File: config.mk
export PLATFORM = sky130hd
export DESIGN_NAME = imem_uart_loader
export DESIGN_NICKNAME = d
export VERILOG_FILES = /design/src/rtl/imem_uart_loader.sv
export SDC_FILE = /design/constraint.sdc
export NUM_CORES = 1
export LEC_CHECK = 0
export BUFFER_PORTS_ARGS = -buffer_cell sky130_fd_sc_hd__buf_2
export CAP_MARGIN = 20
export CORE_UTILIZATION = 40
export DETAILED_ROUTE_END_ITERATION = 8
export GPL_TIMING_DRIVEN = 0
export PLACE_DENSITY = 0.69
export SYNTH_ARGS = -nofsm -noshare
export SYNTH_HDL_FRONTEND = slang
export SYNTH_SLANG_ARGS = --single-unit
File: constraint.sdc
create_clock -name clk -period 2.5 [get_ports clk]
set_clock_uncertainty 0.2 [all_clocks]
set_input_delay 0.5 -clock clk [delete_from_list [all_inputs] [get_ports clk]]
set_output_delay 0.5 -clock clk [all_outputs]
set_load 0.1 [all_outputs]
File: src/rtl/imem_uart_loader.sv
// UART boot loader: receives A5 / CNT_LO / CNT_HI / CNT little-endian words and writes them
// into instruction memory while holding the core in reset. Optional LOADER_CHECKSUM_EN adds an XOR checksum byte.
module imem_uart_loader #(
    parameter int CLK_FREQ_HZ    = 50_000_000,
    parameter int BAUD           = 115200,
    parameter int ADDR_WIDTH     = 10,
    parameter int TIMEOUT_CYCLES = 5_000_000
) (
    input  logic                  clk,
    input  logic                  resetn,
    input  logic                  uart_rx,
    output logic                  imem_we,
    output logic [ADDR_WIDTH-1:0] imem_waddr,
    output logic [31:0]           imem_wdata,
    output logic                  core_resetn,
    output logic                  loading,
    output logic                  load_error,
    output logic [15:0]           words_loaded
);

    localparam int          DIV   = (CLK_FREQ_HZ + BAUD / 2) / BAUD;
    localparam int          BCW   = $clog2(DIV + 1);
    localparam int          TW    = $clog2(TIMEOUT_CYCLES + 1);
    localparam logic [16:0] DEPTH = 17'(2 ** ADDR_WIDTH);
    localparam logic [7:0]  HDR   = 8'hA5;

    typedef enum logic [1:0] {RX_IDLE, RX_START, RX_DATA, RX_STOP} rx_state_t;

    typedef enum logic [2:0] {
        S_IDLE, S_LEN_LO, S_LEN_HI, S_DATA,
`ifdef LOADER_CHECKSUM_EN
        S_CHECK,
`endif
        S_DONE, S_ERROR
    } state_t;

    rx_state_t       r_rx_state;
    logic [2:0]      r_rx_sync;
    logic [BCW-1:0]  r_baud_cnt;
    logic [2:0]      r_bit_idx;
    logic [7:0]      r_rx_shift;
    logic            r_byte_valid;
    logic            r_frame_err;

    // NOTE: the synchroniser resets to 1 (line idle) so reset release never looks like a start bit.
    always_ff @(posedge clk or negedge resetn) begin
        if (!resetn) begin
            r_rx_sync    <= '1;
            r_rx_state   <= RX_IDLE;
            r_baud_cnt   <= '0;
            r_bit_idx    <= '0;
            r_rx_shift   <= '0;
            r_byte_valid <= 1'b0;
            r_frame_err  <= 1'b0;
        end else begin
            r_rx_sync    <= {r_rx_sync[1:0], uart_rx};
            r_byte_valid <= 1'b0;
            r_frame_err  <= 1'b0;
            case (r_rx_state)
                RX_IDLE: begin
                    r_baud_cnt <= '0;
                    if (r_rx_sync[2] && !r_rx_sync[1]) r_rx_state <= RX_START;
                end
                RX_START: begin
                    if (r_baud_cnt == BCW'(DIV / 2 - 1)) begin
                        r_baud_cnt <= '0;
                        r_bit_idx  <= '0;
                        r_rx_state <= r_rx_sync[1] ? RX_IDLE : RX_DATA;
                    end else begin
                        r_baud_cnt <= r_baud_cnt + 1'b1;
                    end
                end
                RX_DATA: begin
                    if (r_baud_cnt == BCW'(DIV - 1)) begin
                        r_baud_cnt <= '0;
                        r_rx_shift <= {r_rx_sync[1], r_rx_shift[7:1]};
                        r_bit_idx  <= r_bit_idx + 1'b1;
                        if (r_bit_idx == 3'd7) r_rx_state <= RX_STOP;
                    end else begin
                        r_baud_cnt <= r_baud_cnt + 1'b1;
                    end
                end
                default: begin
                    if (r_baud_cnt == BCW'(DIV - 1)) begin
                        r_rx_state   <= RX_IDLE;
                        r_byte_valid <= r_rx_sync[1];
                        r_frame_err  <= !r_rx_sync[1];
                    end else begin
                        r_baud_cnt <= r_baud_cnt + 1'b1;
                    end
                end
            endcase
        end
    end

    state_t                r_state;
    logic [15:0]           r_cnt;
    logic [1:0]            r_byte_idx;
    logic [23:0]           r_word;
    logic [TW-1:0]         r_timer;
    logic                  r_imem_we;
    logic [ADDR_WIDTH-1:0] r_waddr;
    logic [31:0]           r_wdata;
    logic                  r_core_resetn;
    logic                  r_loading;
    logic                  r_load_error;
    logic [15:0]           r_words;
`ifdef LOADER_CHECKSUM_EN
    logic [7:0]            r_csum;
`endif

    logic        w_active;
    logic        w_timeout;
    logic        w_last;
    logic [15:0] w_cnt_full;

    always_comb begin
        w_active = (r_state == S_LEN_LO) || (r_state == S_LEN_HI) || (r_state == S_DATA);
`ifdef LOADER_CHECKSUM_EN
        if (r_state == S_CHECK) w_active = 1'b1;
`endif
    end

    assign w_timeout  = (r_timer == TW'(TIMEOUT_CYCLES - 1));
    assign w_last     = ((r_words + 16'd1) == r_cnt);
    assign w_cnt_full = {r_rx_shift, r_cnt[7:0]};

    always_ff @(posedge clk or negedge resetn) begin
        if (!resetn) begin
            r_state       <= S_IDLE;
            r_cnt         <= '0;
            r_byte_idx    <= '0;
            r_word        <= '0;
            r_timer       <= '0;
            r_imem_we     <= 1'b0;
            r_waddr       <= '0;
            r_wdata       <= '0;
            r_core_resetn <= 1'b0;
            r_loading     <= 1'b0;
            r_load_error  <= 1'b0;
            r_words       <= '0;
`ifdef LOADER_CHECKSUM_EN
            r_csum        <= '0;
`endif
        end else begin
            // NOTE: the write strobe defaults low here so it can only ever be a single-cycle pulse.
            r_imem_we <= 1'b0;
            r_timer   <= (r_byte_valid || !w_active) ? '0 : r_timer + 1'b1;
            if ((r_frame_err && r_state != S_IDLE) || (w_active && w_timeout && !r_byte_valid)) begin
                r_state       <= S_ERROR;
                r_load_error  <= 1'b1;
                r_loading     <= 1'b0;
                r_core_resetn <= 1'b0;
            end else begin
                case (r_state)
                    S_IDLE, S_ERROR: begin
                        if (r_byte_valid && r_rx_shift == HDR) begin
                            r_state       <= S_LEN_LO;
                            r_core_resetn <= 1'b0;
                            r_loading     <= 1'b1;
                            r_load_error  <= 1'b0;
                            r_words       <= '0;
                            r_waddr       <= '0;
                            r_byte_idx    <= '0;
`ifdef LOADER_CHECKSUM_EN
                            r_csum        <= '0;
`endif
                        end else if (r_state == S_IDLE) begin
                            r_core_resetn <= 1'b1;
                        end
                    end
                    S_LEN_LO: begin
                        if (r_byte_valid) begin
                            r_cnt[7:0] <= r_rx_shift;
                            r_state    <= S_LEN_HI;
                        end
                    end
                    S_LEN_HI: begin
                        if (r_byte_valid) begin
                            r_cnt <= w_cnt_full;
                            if ({1'b0, w_cnt_full} > DEPTH) begin
                                r_state      <= S_ERROR;
                                r_load_error <= 1'b1;
                                r_loading    <= 1'b0;
                            end else if (w_cnt_full == 16'd0) begin
`ifdef LOADER_CHECKSUM_EN
                                r_state   <= S_CHECK;
`else
                                r_state   <= S_DONE;
                                r_loading <= 1'b0;
`endif
                            end else begin
                                r_state <= S_DATA;
                            end
                        end
                    end
                    S_DATA: begin
                        if (r_imem_we) begin
                            r_words <= r_words + 16'd1;
                            if (r_waddr != '1) r_waddr <= r_waddr + 1'b1;
                            if (w_last) begin
`ifdef LOADER_CHECKSUM_EN
                                r_state   <= S_CHECK;
`else
                                r_state   <= S_DONE;
                                r_loading <= 1'b0;
`endif
                            end
                        end else if (r_byte_valid) begin
                            r_byte_idx <= r_byte_idx + 1'b1;
`ifdef LOADER_CHECKSUM_EN
                            r_csum     <= r_csum ^ r_rx_shift;
`endif
                            case (r_byte_idx)
                                2'd0:    r_word[7:0]   <= r_rx_shift;
                                2'd1:    r_word[15:8]  <= r_rx_shift;
                                2'd2:    r_word[23:16] <= r_rx_shift;
                                default: begin
                                    r_wdata   <= {r_rx_shift, r_word};
                                    r_imem_we <= 1'b1;
                                end
                            endcase
                        end
                    end
`ifdef LOADER_CHECKSUM_EN
                    S_CHECK: begin
                        if (r_byte_valid) begin
                            r_loading <= 1'b0;
                            if (r_rx_shift == r_csum) begin
                                r_state <= S_DONE;
                            end else begin
                                r_state      <= S_ERROR;
                                r_load_error <= 1'b1;
                            end
                        end
                    end
`endif
                    default: begin
                        // DONE: loading already dropped on entry, so the core is released one cycle later.
                        r_core_resetn <= 1'b1;
                        r_state       <= S_IDLE;
                    end
                endcase
            end
        end
    end

    assign imem_we      = r_imem_we;
    assign imem_waddr   = r_waddr;
    assign imem_wdata   = r_wdata;
    assign core_resetn  = r_core_resetn;
    assign loading      = r_loading;
    assign load_error   = r_load_error;
    assign words_loaded = r_words;

endmodule

# Word-level counts from Yosys, hierarchy flattened
# Cells that the tools add are included.
# op_classes
n_addsub,6
multipliers,0
div_mod_pow,0
order_cmp,1
n_eq_ne,34
n_shift,0
n_mux,63
n_bitwise,4
reduce_logical,42
# op_table
operator,n
$reduce_and A5 Y1,8
$mux W16,2
$pmux W16 S2,1
$mux W10,3
$mux W3,10
$mux W9,3
$pmux W9 S3,1
$add A23 B1 Y23 const B,1
$eq A23 B23 Y1 const B,1
$mux W1,23
$mux W23,1
$pmux W10 S2,1
$mux W2,9
$add A16 B1 Y16 const B,1
$eq A16 B16 Y1,1
$gt A16 B11 Y1 const B,1
$logic_not A16 Y1,1
$ne A2 B2 Y1 const B,8
$pmux W8 S2,1
$ne A3 B2 Y1 const B,4
$pmux W3 S4,1
$reduce_and A4 Y1,3
$add A10 B1 Y10 const B,1
$ne A10 B10 Y1 const B,1
other kinds (36),63
# word_totals
ff_bits,157
latch_bits,0
ram_bits,0
rom_bits,0
output_inout_bits,62
wordCells,172
n_memories,0

# Logic depth before layout (Yosys ltp)
# logic_depth
ltp_word,8
ltp_mapped,11

# Worst setup path after synthesis
# Ideal clock, no wire load.
# synth_path
path_type,reg-to-reg
start,reg r_words[0] (netlist: words_loaded[0])
end,reg r_state[0]
t_arrival_ns,2.905
slack_ns,-0.736
stages_incl_launch_ff,9
period_less_slack_ns,3.236
cell_sequence,dfrtp_1 ha_1 nand4_1 nor4_1 xnor3_1 nor3b_1 nand4_1 nand2_1 or3b_1
# synth_via
elab_chain_len,4
# synth_lines
element,line_no,rtl
start: declaration,107,logic [15:0] r_words;
start signal: assignment,199,r_words <= r_words + 16'd1;
$add A16 B1 Y16,125,assign w_last = ((r_words + 16'd1) == r_cnt);
$eq A16 B16 Y1,125,
$ne A3 B2 Y1 (no source line),-,
$reduce_and A5 Y1 (no source line),-,
end signal: assignment,130,r_state <= S_IDLE;
end signal: assignment,150,r_state <= S_ERROR;
end signal: assignment,158,r_state <= S_LEN_LO;
end: declaration,96,state_t r_state;
# No other way between the ends.
# A chain may end at the register's enable or synchronous reset.

# Final worst setup path
# layout_path
start,reg r_timer[1]
end,reg r_wdata[21] (netlist: imem_wdata[21])
# layout_via
elab_chain_len,6
# layout_lines
element,line_no,rtl
start: declaration,100,logic [TW-1:0] r_timer;
start signal: assignment,148,r_timer <= (r_byte_valid || !w_active) ? '0 : r_timer + 1'b1;
$eq A23 B23 Y1,124,assign w_timeout = (r_timer == TW'(TIMEOUT_CYCLES - 1));
$logic_and A1 B1 Y1 (2 in a row),149,if ((r_frame_err && r_state != S_IDLE) || (w_active && w_timeout && !r_byte_valid)) begin
$logic_or A1 B1 Y1,149,
$not A1 Y1 (no source line),-,
$reduce_and A5 Y1 (no source line),-,
end signal: assignment,219,"r_wdata <= {r_rx_shift, r_word};"
end: declaration,103,logic [31:0] r_wdata;
# No other way between the ends.

==> PnR_summary.wiki <==
{| class="wikitable"
! Metric !! Value
|-
| Outcome || complete, but fails checks
|-
| Violated checks || negative setup slack
|-
| Routed vias/inst || 5.41
|-
| Top cell family by delay on the critical path || simple AND/OR/NAND/NOR gates
|-
| Final setup vio count || 85
|-
| Share of flip-flops with an asynchronous set or reset || 1.00
|-
| Biggest fanout along the worst timing path || 10
|-
| Number of antenna cells inserted || 0
|-
| Wire length of the first global-routing pass || 30.6 mm
|-
| Number of violations reported at the end of detailed-routing iteration 0 || 330
|-
| Synthesized area divided by synthesized cell count || 11.0 um^2
|-
| Minimum clock period || 2630 ps
|-
| Utilization after layout || 0.549
|-
| Sequential element share of the synthesized area || 0.499
|-
| Effective utilization at floorplan || 0.415
|-
| Slowest stage delay, CP || 480 ps
|-
| VDD IR max || 569 uV
|-
| Number of hold violations in the final report || 0
|-
| Kind of path behind the tightest hold check || reg -> reg
|-
| Worst skew pair latency || 430 ps
|-
| Initial antenna violation count || 0
|-
| Count of maximum capacitance violations || 0
|-
| Root Buffer Master || clkbuf_16
|-
| Maximum number of pins on one net before global-route repair || 55
|-
| Total Nets Final || 868
|-
| TritonCTS clock tree || done
|-
| Clock tree sinks || 157
|-
| Total die area || 20,300 um^2
|-
| Clock-pin slew reported for the worst setup and hold paths after clock tree synthesis || 60 ps
|-
| Count of placed standard cells including taps || 1,040
|-
| Final period utilization || 1.05
|-
| Number of port buffers || 64
|-
| Number of H-tree levels || 4
|-
| Max Buffers Root-to-Sink || 2
|-
| Final cell count without fillers || 1,122
|-
| Overflow left after global routing || 0
|-
| Power density normalized to cell area || 571 nW/um^2
|-
| Clock buffers created by TritonCTS || 17
|-
| Mapped cell area || 7890 um^2
|-
| Post-detailed-route count of antenna-violating nets || 0
|-
| Relative slew margins || 0.448
|-
| RePlAce Congestion || 0.899
|-
| Worst setup SP type || flip-flop
|-
| Chip width || 142 um
|-
| Minimum setup slack in the final design || -128 ps
|-
| YS warnings || 0
|-
| Leakage power of the design || 4.94 nW
|-
| Number of flops mapped to enable cells by yosys || 0
|-
| Total power of the final layout || 5.96 mW
|-
| Class of the most critical setup path || reg -> reg
|-
| Post-synthesis sequential element count || 157
|-
| Predominant post-synthesis flop cell || dfrtp_1
|-
| Max stage delay cell, worst path || or4_4
|-
| Count of different cell masters after synthesis || 71
|-
| Data arrival time of the worst path || 2750 ps
|-
| Share of layout cells above drive strength 1 || 0.400
|-
| Core Footprint || 19,000 um^2
|-
| Setup TNS Final || -6710 ps
|-
| Tightest Pin Transition || 829 ps
|-
| Worst hold margin || 165 ps
|-
| Critical path endpoint category || flip-flop
|-
| Overall routed net length || 19.7 mm
|-
| Die H || 142 um
|-
| Cell row count || 50
|-
| Layout area overhead || 32.4%
|-
| CP Data Required Time || 2620 ps
|-
| Synthesized Nets || 733
|-
| Vias || 6,070
|-
| Unrepaired setup endpoints after global routing || yes
|-
| Synthesized instance count || 714
|-
| Via count of the first global-routing pass || 5,868
|-
| Pins over their slew limit || 0
|-
| Peak Freq || 0.380 GHz
|-
| Cells along the critical path || ha_4 > nand2_2 > or4_4 > o31a_1 > and3b_1 > buf_6 > nand2_8 > buf_12 > mux2_4
|-
| 1st-pass router iterations || 4
|-
| CP bufs+invs || 2
|-
| Number of ports placed on the die boundary || 65
|-
| Remaining design rule violation count || 0
|-
| Aggregate global-route resource usage || 0.195
|-
| DP Wirelength || 11.6 mm
|-
| Routed length per placed instance || 17.5 um
|}
[power by group]
group,total (mW),internal (mW),switching (mW)
sequential,2.63,2.58,0.0462
combinational,0.458,0.178,0.280
clock,2.88,1.79,1.09
total,5.96,4.55,1.41
[final timing paths]
check	start	endpoint	slack [ps]	cells past startpoint
max in group asynchronous	resetn	r_rx_sync[2]	1040	3
max reg2reg	r_timer[1]	imem_wdata[21]	-130	9
min reg2reg	r_rx_sync[0]	r_rx_sync[1]	170	0
min	r_rx_sync[0]	r_rx_sync[1]	170	0
max	r_timer[1]	imem_wdata[21]	-130	9
min in group asynchronous	resetn	imem_wdata[1]	380	2
[through the flow]
step                      instance area, um^2  worst slack, ps
after floorplan                          8000             -111
after global placement                   8650            -2170
after detailed placement                 8710             -536
after CTS                                9920             -120
after global routing                    10400             -171
final                                   10400             -128
[synthesized netlist by cell type (5+ instances only)]
master / instances / area share
nand2b_1: 5 / 0.0040
a22o_1: 8 / 0.0089
ha_1: 16 / 0.025
clkbuf_1: 24 / 0.011
mux2_1: 9 / 0.013
nor3_1: 14 / 0.0089
xnor2_1: 26 / 0.029
nand2_1: 36 / 0.017
buf_2: 12 / 0.0076
o31ai_1: 13 / 0.012
a211oi_1: 5 / 0.0048
and3_1: 10 / 0.0079
nand3_1: 28 / 0.018
dfrtp_1: 154 / 0.49
a31oi_1: 6 / 0.0048
o211ai_1: 5 / 0.0048
xor2_1: 19 / 0.021
nor4_1: 7 / 0.0056
or3_1: 7 / 0.0056
o21ai_0: 41 / 0.026
nor2_1: 66 / 0.031
nor2b_1: 9 / 0.0071
mux2_2: 52 / 0.074
mux2_4: 20 / 0.038
a21oi_1: 15 / 0.0095
nand4_1: 15 / 0.012
inv_1: 18 / 0.0086
[per-layer routing]
layer,part of all wire,vias up,global-route usage
li1,-,2826,-
met3,0.049,36,0.0431
met4,0.020,0,0.0764
met2,0.50,182,0.321
met1,0.43,3026,0.251
met5,0,-,0
[kinds of logic (layout without fill, tap and decap cells)]
| family | count (synthesis) | count (layout) | share of synthesized area |
|---|---|---|---|
| AOI/OAI and AO/OA | 121 | 121 | 0.102 |
| xor gates and xnor gates | 46 | 46 | 0.0528 |
| adders and majority gates | 16 | 16 | 0.0254 |
| buffers and inverters | 60 | 208 | 0.0370 |
| DFF | 157 | 157 | 0.499 |
| muxes | 83 | 83 | 0.128 |
| and+or+nand+nor | 231 | 231 | 0.157 |
[state kept, by name, summed over array words and instances, names as in the netlist, 2 cells and up]
register,count
words_loaded,16
imem_wdata,32
r_rx_sync,3
r_timer,23
imem_waddr,10
r_rx_shift,8
r_state,3
r_rx_state,2
r_byte_idx,2
r_baud_cnt,9
r_cnt,16
r_word,24
r_bit_idx,3
[layout make-up]
class,instances,area (um^2)
multi-input cells,497,4210
inverters,18,70.1
flip-flops and latches,157,4000
well taps,260,325
repair buffers,130,981
clock buffers,20,437
fillers,1586,8570
plain buffers,28,215
clock inverters,12,209
[layout by cell type (no fill, tap or decap), types with 10 or more instances in the layout]
cell,count
a21oi_1,10
buf_2,63
buf_4,49
buf_6,16
clkbuf_1,16
clkbuf_16,18
dfrtp_1,129
dfrtp_2,12
dfrtp_4,13
ha_1,14
inv_1,17
mux2_2,17
mux2_4,64
nand2_1,31
nand3_1,25
nand4_1,15
nor2_1,58
nor3_1,12
o21ai_0,14
o21ai_1,24
o31ai_1,12
xnor2_1,25
xor2_1,19
[what timing repair did]
action	in CTS	in global routing
resized for setup	80	104
pin swaps	15	28
endpoints found under the setup margin	114	115
gates cloned	0	3
hold buffers	2	0
setup buffers	28	32
endpoints found under the hold margin	50	0
(Power assumes the default switching activity.)
